$ cat src/rtl/sprite_attr_fetch.sv
`default_nettype none
// ============================================================================
// Module   : sprite_attr_fetch
// Purpose  : Read-side master that walks a fixed table of multi-byte entries in
//            a one-cycle-latency block RAM and presents each packed entry on a
//            valid/ready port.
// Revision : 1.0 - initial release
// ============================================================================
module sprite_attr_fetch #(
  parameter int addr_width_g      = 11,
  parameter int data_width_g      = 8,
  parameter int base_addr_g       = 0,
  parameter int entries_g         = 24,
  parameter int bytes_per_entry_g = 4
) (
  input  logic                                      clock,
  input  logic                                      reset_n,
  input  logic                                      start,
  input  logic                                      abort,
  output logic                                      busy,
  output logic                                      done,
  output logic [addr_width_g-1:0]                   ram_address,
  output logic                                      ram_clken,
  output logic                                      ram_wren,
  input  logic [data_width_g-1:0]                   ram_q,
  output logic                                      ent_valid,
  input  logic                                      ent_ready,
  output logic [$clog2(entries_g+1)-1:0]            ent_index,
  output logic [bytes_per_entry_g*data_width_g-1:0] ent_data
);

  localparam int c_iw = $clog2(entries_g + 1);
  localparam int c_bw = $clog2(bytes_per_entry_g + 1);
  localparam int c_ew = bytes_per_entry_g * data_width_g;

  localparam logic [addr_width_g-1:0] c_base      = addr_width_g'(base_addr_g);
  localparam logic [c_iw-1:0]         c_last_idx  = c_iw'(entries_g - 1);
  localparam logic [c_bw-1:0]         c_last_byte = c_bw'(bytes_per_entry_g - 1);

  localparam logic [1:0] c_st_idle    = 2'd0;
  localparam logic [1:0] c_st_issue   = 2'd1;
  localparam logic [1:0] c_st_last    = 2'd2;
  localparam logic [1:0] c_st_present = 2'd3;

  logic [1:0]              r_state;
  logic [c_iw-1:0]         r_index;
  logic [c_bw-1:0]         r_byte;
  logic [c_bw-1:0]         r_cap_slot;
  logic                    r_cap_en;
  logic                    r_done;
  logic [addr_width_g-1:0] r_addr;
  logic [c_ew-1:0]         r_data;

  // Entries are contiguous, so a running address that wraps at the RAM size
  // equals base + index*B + byte truncated to the address width.
  always_ff @(posedge clock or negedge reset_n) begin
    if (!reset_n) begin
      r_state    <= c_st_idle;
      r_index    <= '0;
      r_byte     <= '0;
      r_cap_slot <= '0;
      r_cap_en   <= 1'b0;
      r_done     <= 1'b0;
      r_addr     <= '0;
      r_data     <= '0;
    end else begin
      r_done   <= 1'b0;
      r_cap_en <= 1'b0;
      // Read data lands one cycle after its issue, overlapping the next issue.
      if (r_cap_en) begin
        r_data[r_cap_slot*data_width_g +: data_width_g] <= ram_q;
      end
      case (r_state)
        c_st_idle: begin
          if (start) begin
            r_state <= c_st_issue;
            r_index <= '0;
            r_byte  <= '0;
            r_addr  <= c_base;
          end
        end
        c_st_issue: begin
          if (abort) begin
            r_state <= c_st_idle;
          end else begin
            r_cap_en   <= 1'b1;
            r_cap_slot <= r_byte;
            if (r_byte == c_last_byte) begin
              r_state <= c_st_last;
            end else begin
              r_byte <= r_byte + 1'b1;
              r_addr <= r_addr + 1'b1;
            end
          end
        end
        c_st_last: begin
          r_state <= abort ? c_st_idle : c_st_present;
        end
        c_st_present: begin
          if (abort) begin
            r_state <= c_st_idle;
          end else if (ent_ready) begin
            if (r_index == c_last_idx) begin
              r_state <= c_st_idle;
              r_done  <= 1'b1;
            end else begin
              r_state <= c_st_issue;
              r_index <= r_index + 1'b1;
              r_byte  <= '0;
              r_addr  <= r_addr + 1'b1;
            end
          end
        end
        default: r_state <= c_st_idle;
      endcase
    end
  end

  assign busy        = (r_state != c_st_idle);
  assign done        = r_done;
  assign ram_clken   = (r_state == c_st_issue);
  assign ram_wren    = 1'b0;
  assign ram_address = r_addr;
  assign ent_valid   = (r_state == c_st_present);
  assign ent_index   = r_index;
  assign ent_data    = r_data;

endmodule
`default_nettype wire

$ cat config.mk
export PLATFORM = sky130hd
export DESIGN_NAME = sprite_attr_fetch
export DESIGN_NICKNAME = d
export VERILOG_FILES = /design/src/rtl/sprite_attr_fetch.sv
export SDC_FILE = /design/constraint.sdc
export NUM_CORES = 1
export LEC_CHECK = 0
export CORE_MARGIN = 2
export CORE_UTILIZATION = 40
export CTS_CLUSTER_SIZE = 16
export DETAILED_ROUTE_END_ITERATION = 6
export PLACE_DENSITY = 0.77
export RECOVER_POWER = 50
export SLEW_MARGIN = 10
export SYNTH_ARGS = -nofsm -noshare
export SYNTH_HDL_FRONTEND = slang
export SYNTH_SLANG_ARGS = --single-unit
$ cat constraint.sdc
create_clock -name clock -period 4.2 [get_ports clock]
set_input_delay 1.05 -clock clock [delete_from_list [all_inputs] [get_ports clock]]
set_output_delay 1.05 -clock clock [all_outputs]
set_load 0.05 [all_outputs]
==> flow_metrics.py <==
metrics = {
    "run_status": {
        "status": "finished with violations",
        "violations": "capacitance limit, slew limit",
    },
    "flow_run": {
        "drv_cap": 1,
    },
    "final_layout": {
        "area_growth_pct": 33.17,
        "layout_common_cells": "clkdlybuf4s50_1 (61), dfrtp_1 (58), nand2_1 (53), o21ai_0 (32), nand3_1 (12)",
        "nNetsFinal": 341,
        "final_common_cell": "clkdlybuf4s50_1",
        "drive_gt1_share_pct": 9.259,
        "diodes": 0,
        "fillers": 559,
    },
    "placed_design": {
        "gp_congestion": 0.8019,
        "io_buffers": 64,
        "pre_cts_ws_ns": 1.173,
        "dp_hpwl_um": 4104,
    },
    "cts": {
        "clk_latency_ns": 0.34,
        "ctsRootBufferMaster": "clkbuf_8",
        "cts_resized": 0,
        "post_cts_buffers": 0,
        "hold_buffers": 0,
        "cts_htree_levels": 3,
        "cts.sink_count": 58,
        "cts_tree": "built",
        "numCtsBuffers": 9,
        "clkTransAtPathRegs_ns": 0.07,
        "clock_path_buffers": 2,
    },
    "synth": {
        "async_flop_share_pct": 100.0,
        "synthesis.area_sq_um": 2633,
        "synth_cell_type_count": 42,
        "synth_area_leaders": "dfrtp_1 (55%), nand2_1 (7.6%), o21ai_0 (6.1%), ha_1 (4.3%), mux2_2 (4.3%)",
        "synth_top_area_share_pct": 55.13,
        "yosys_warnings": 0,
        "synth-main-ff-cell": "dfrtp_1",
        "syn_avg_cell_area_sq_um": 10.49,
        "synth_seq_cells": 58,
        "post-synth-top-area-cell": "dfrtp_1",
        "synth_nets": 273,
        "synthCells": 251,
        "synth_seq_area_share_pct": 55.13,
        "synth_edf_count": 0,
    },
    "drt": {
        "top_layer_used": "met4",
        "vias": 2140,
        "wl_per_cell_um": 14.23,
        "wl_um": 5706,
        "route.met2.wl_um": 2569,
        "ant_nets": 0,
        "drtPass1Iterations": 4,
        "drt-initial-drc-count": 88,
        "remaining_drc_errors": 0,
        "post_drt_via_cell_ratio": 5.337,
        "wl_met3_um": 348,
        "drt-met1-wl_um": 2693,
    },
    "pwr": {
        "finalPower_mw": 2.612,
        "powerDensity_nw_per_um2": 745.2,
        "vdd_drop_max_mv": 0.4608,
        "p_leak_nw": 1.498,
    },
    "sta": {
        "worst_slew_pin_slew_ns": 2.293,
        "period_share_pct": 73.97,
        "final.setup.tns_ns": 0,
        "finClkSkew_ns": 0.007283,
        "layout_min_cycle_time_ns": 3.107,
        "hold_viol": 0,
        "relSlewSlack_pct": -52.87,
        "rsz0062_at_grt": "false",
        "slew_viol_final": 46,
        "setup_violations": 0,
        "timing.fmax_mhz": 321.9,
        "setup_ws_ns": 1.093,
    },
    "global_routing": {
        "grt_pass1_wl_um": 9680,
        "grt.overflow.total": 0,
        "grt_antenna_before_repair": 0,
        "groute.usage.overall_pct": 16.94,
        "grt_max_degree": 46,
        "grt_pass1_vias": 1991,
    },
    "worst_setup_path": {
        "crit_chain": "nand2b_1 -> inv_1 -> clkdlybuf4s50_1",
        "crit_family": "buffers and inverters",
        "r2r-start": "r_cap_slot[0]",
        "end_kind": "primary output",
        "worstSetupStartpointType": "register",
        "worstPathArrival_ns": 2.06,
        "worstSetupPathType": "reg -> out",
        "reg2reg_slack_ns": 1.72,
        "worstReg2RegEnd": "ent_data[19]",
        "cpMaxStageDelayCell": "clkdlybuf4s50_1",
        "cp.required_ns": 3.15,
        "path_buf_inv": 2,
        "cp_slowest_stage_delay_ns": 0.82,
        "cp_max_fo": 13,
        "ff2ff_path_depth": 6,
    },
    "min_path": {
        "hp-class": "reg -> reg",
        "min_from": "ent_data[10]",
        "hold_depth": 2,
        "worstHoldEndpoint": "ent_data[10]",
    },
    "floorplanning": {
        "core_area_sq_um": 6350,
        "io_pins": 66,
        "initial_core_util_pct": 41.46,
        "fp-row-count": 29,
        "die-height_um": 85.13,
        "dieArea_sq_um": 7246,
        "die_w_um": 85.13,
    },
}
==> sequential cells by signal (all words and copies together), names as in the netlist <==
signal       flops
ent_data        32
ram_address     11
ent_index        5
r_byte           3
r_cap_slot       3
r_state          2
done             1
r_cap_en         1
==> cells in the mapped netlist, drive strengths merged (3+ instances only) <==
cell type,instances
dfrtp,58
nand2,53
o21ai,33
nand3,12
a22o,10
mux2,10
ha,9
inv,7
nor2,6
a21oi,5
buf,4
clkbuf,4
nand2b,4
nand4,3
or3,3
==> metrics by stage <==
stage          area (sq um)  hold slack (ns)  instances  utilization, %
2_1_floorplan          2633           0.4498        251               -
3_3_place_gp           3327           0.4643        385           52.39
3_5_place_dp           3327           0.4698        385           52.39
4_1_cts                3521           0.4859        401           55.45
5_1_grt                3506           0.5128        401           55.21
6_report               3506           0.4794        401           55.21
==> power by group <==
group	total, mW	switching (mW)	leakage, nW	internal (mW)
Combinational	1.24	0.819	0.674	0.423
Clock	0.500	0.229	0.0873	0.271
Sequential	0.871	0.143	0.737	0.728
==> cells by family (layout without fill, tap and decap cells) <==
kind of cell / after synthesis / after routing / synth area share (%)
AND/OR/NAND/NOR: 97 / 97 / 18.25
other: 1 / 1 / 0.1424
XOR/XNOR: 1 / 1 / 0.3328
flip-flops: 58 / 58 / 55.13
multiplexers: 12 / 12 / 5.038
buffers and inverters: 15 / 88 / 2.709
adder cells (fa/ha/maj): 9 / 9 / 4.278
AO/OA/AOI/OAI: 58 / 58 / 14.12
==> layout make-up <==
cell class / count / area (sq um) / area share (%)
Sequential cell: 58 / 1451 / 41.40
Multi-Input combinational cell: 178 / 1100 / 31.37
Timing Repair Buffer: 65 / 638.1 / 18.20
Clock buffer: 9 / 123.9 / 3.533
Tap cell: 77 / 96.34 / 2.748
Clock inverter: 7 / 70.07 / 1.999
Inverter: 7 / 26.28 / 0.7495
==> worst register-to-register path, cell delays in order, from the launching register on <==
cell     delay, ns
dfrtp_1       0.44
inv_1         0.12
ha_1          0.21
ha_1          0.33
nand3_1       0.30
nor4b_2       0.77
a22o_1        0.25
==> worst max path at each step <==
stage                           endpoint  cells past startpoint        from
final                          ram_clken                      3  r_state[0]
after global routing      ram_address[4]                      2     reset_n
after CTS                      ram_clken                      3  r_state[0]
after detailed placement  ram_address[5]                      5       abort
after global placement    ram_address[6]                      5       abort
after floorplan                ram_clken                      3  r_state[0]
==> per-layer routing <==
metal / GRT usage, % / vias up
li1: - / 1025
met1: 23.69 / 1031
met2: 25.07 / 76
met3: 3.696 / 8
met4: 8.225 / 0
met5: 0 / -
(Power assumes the default switching activity.)
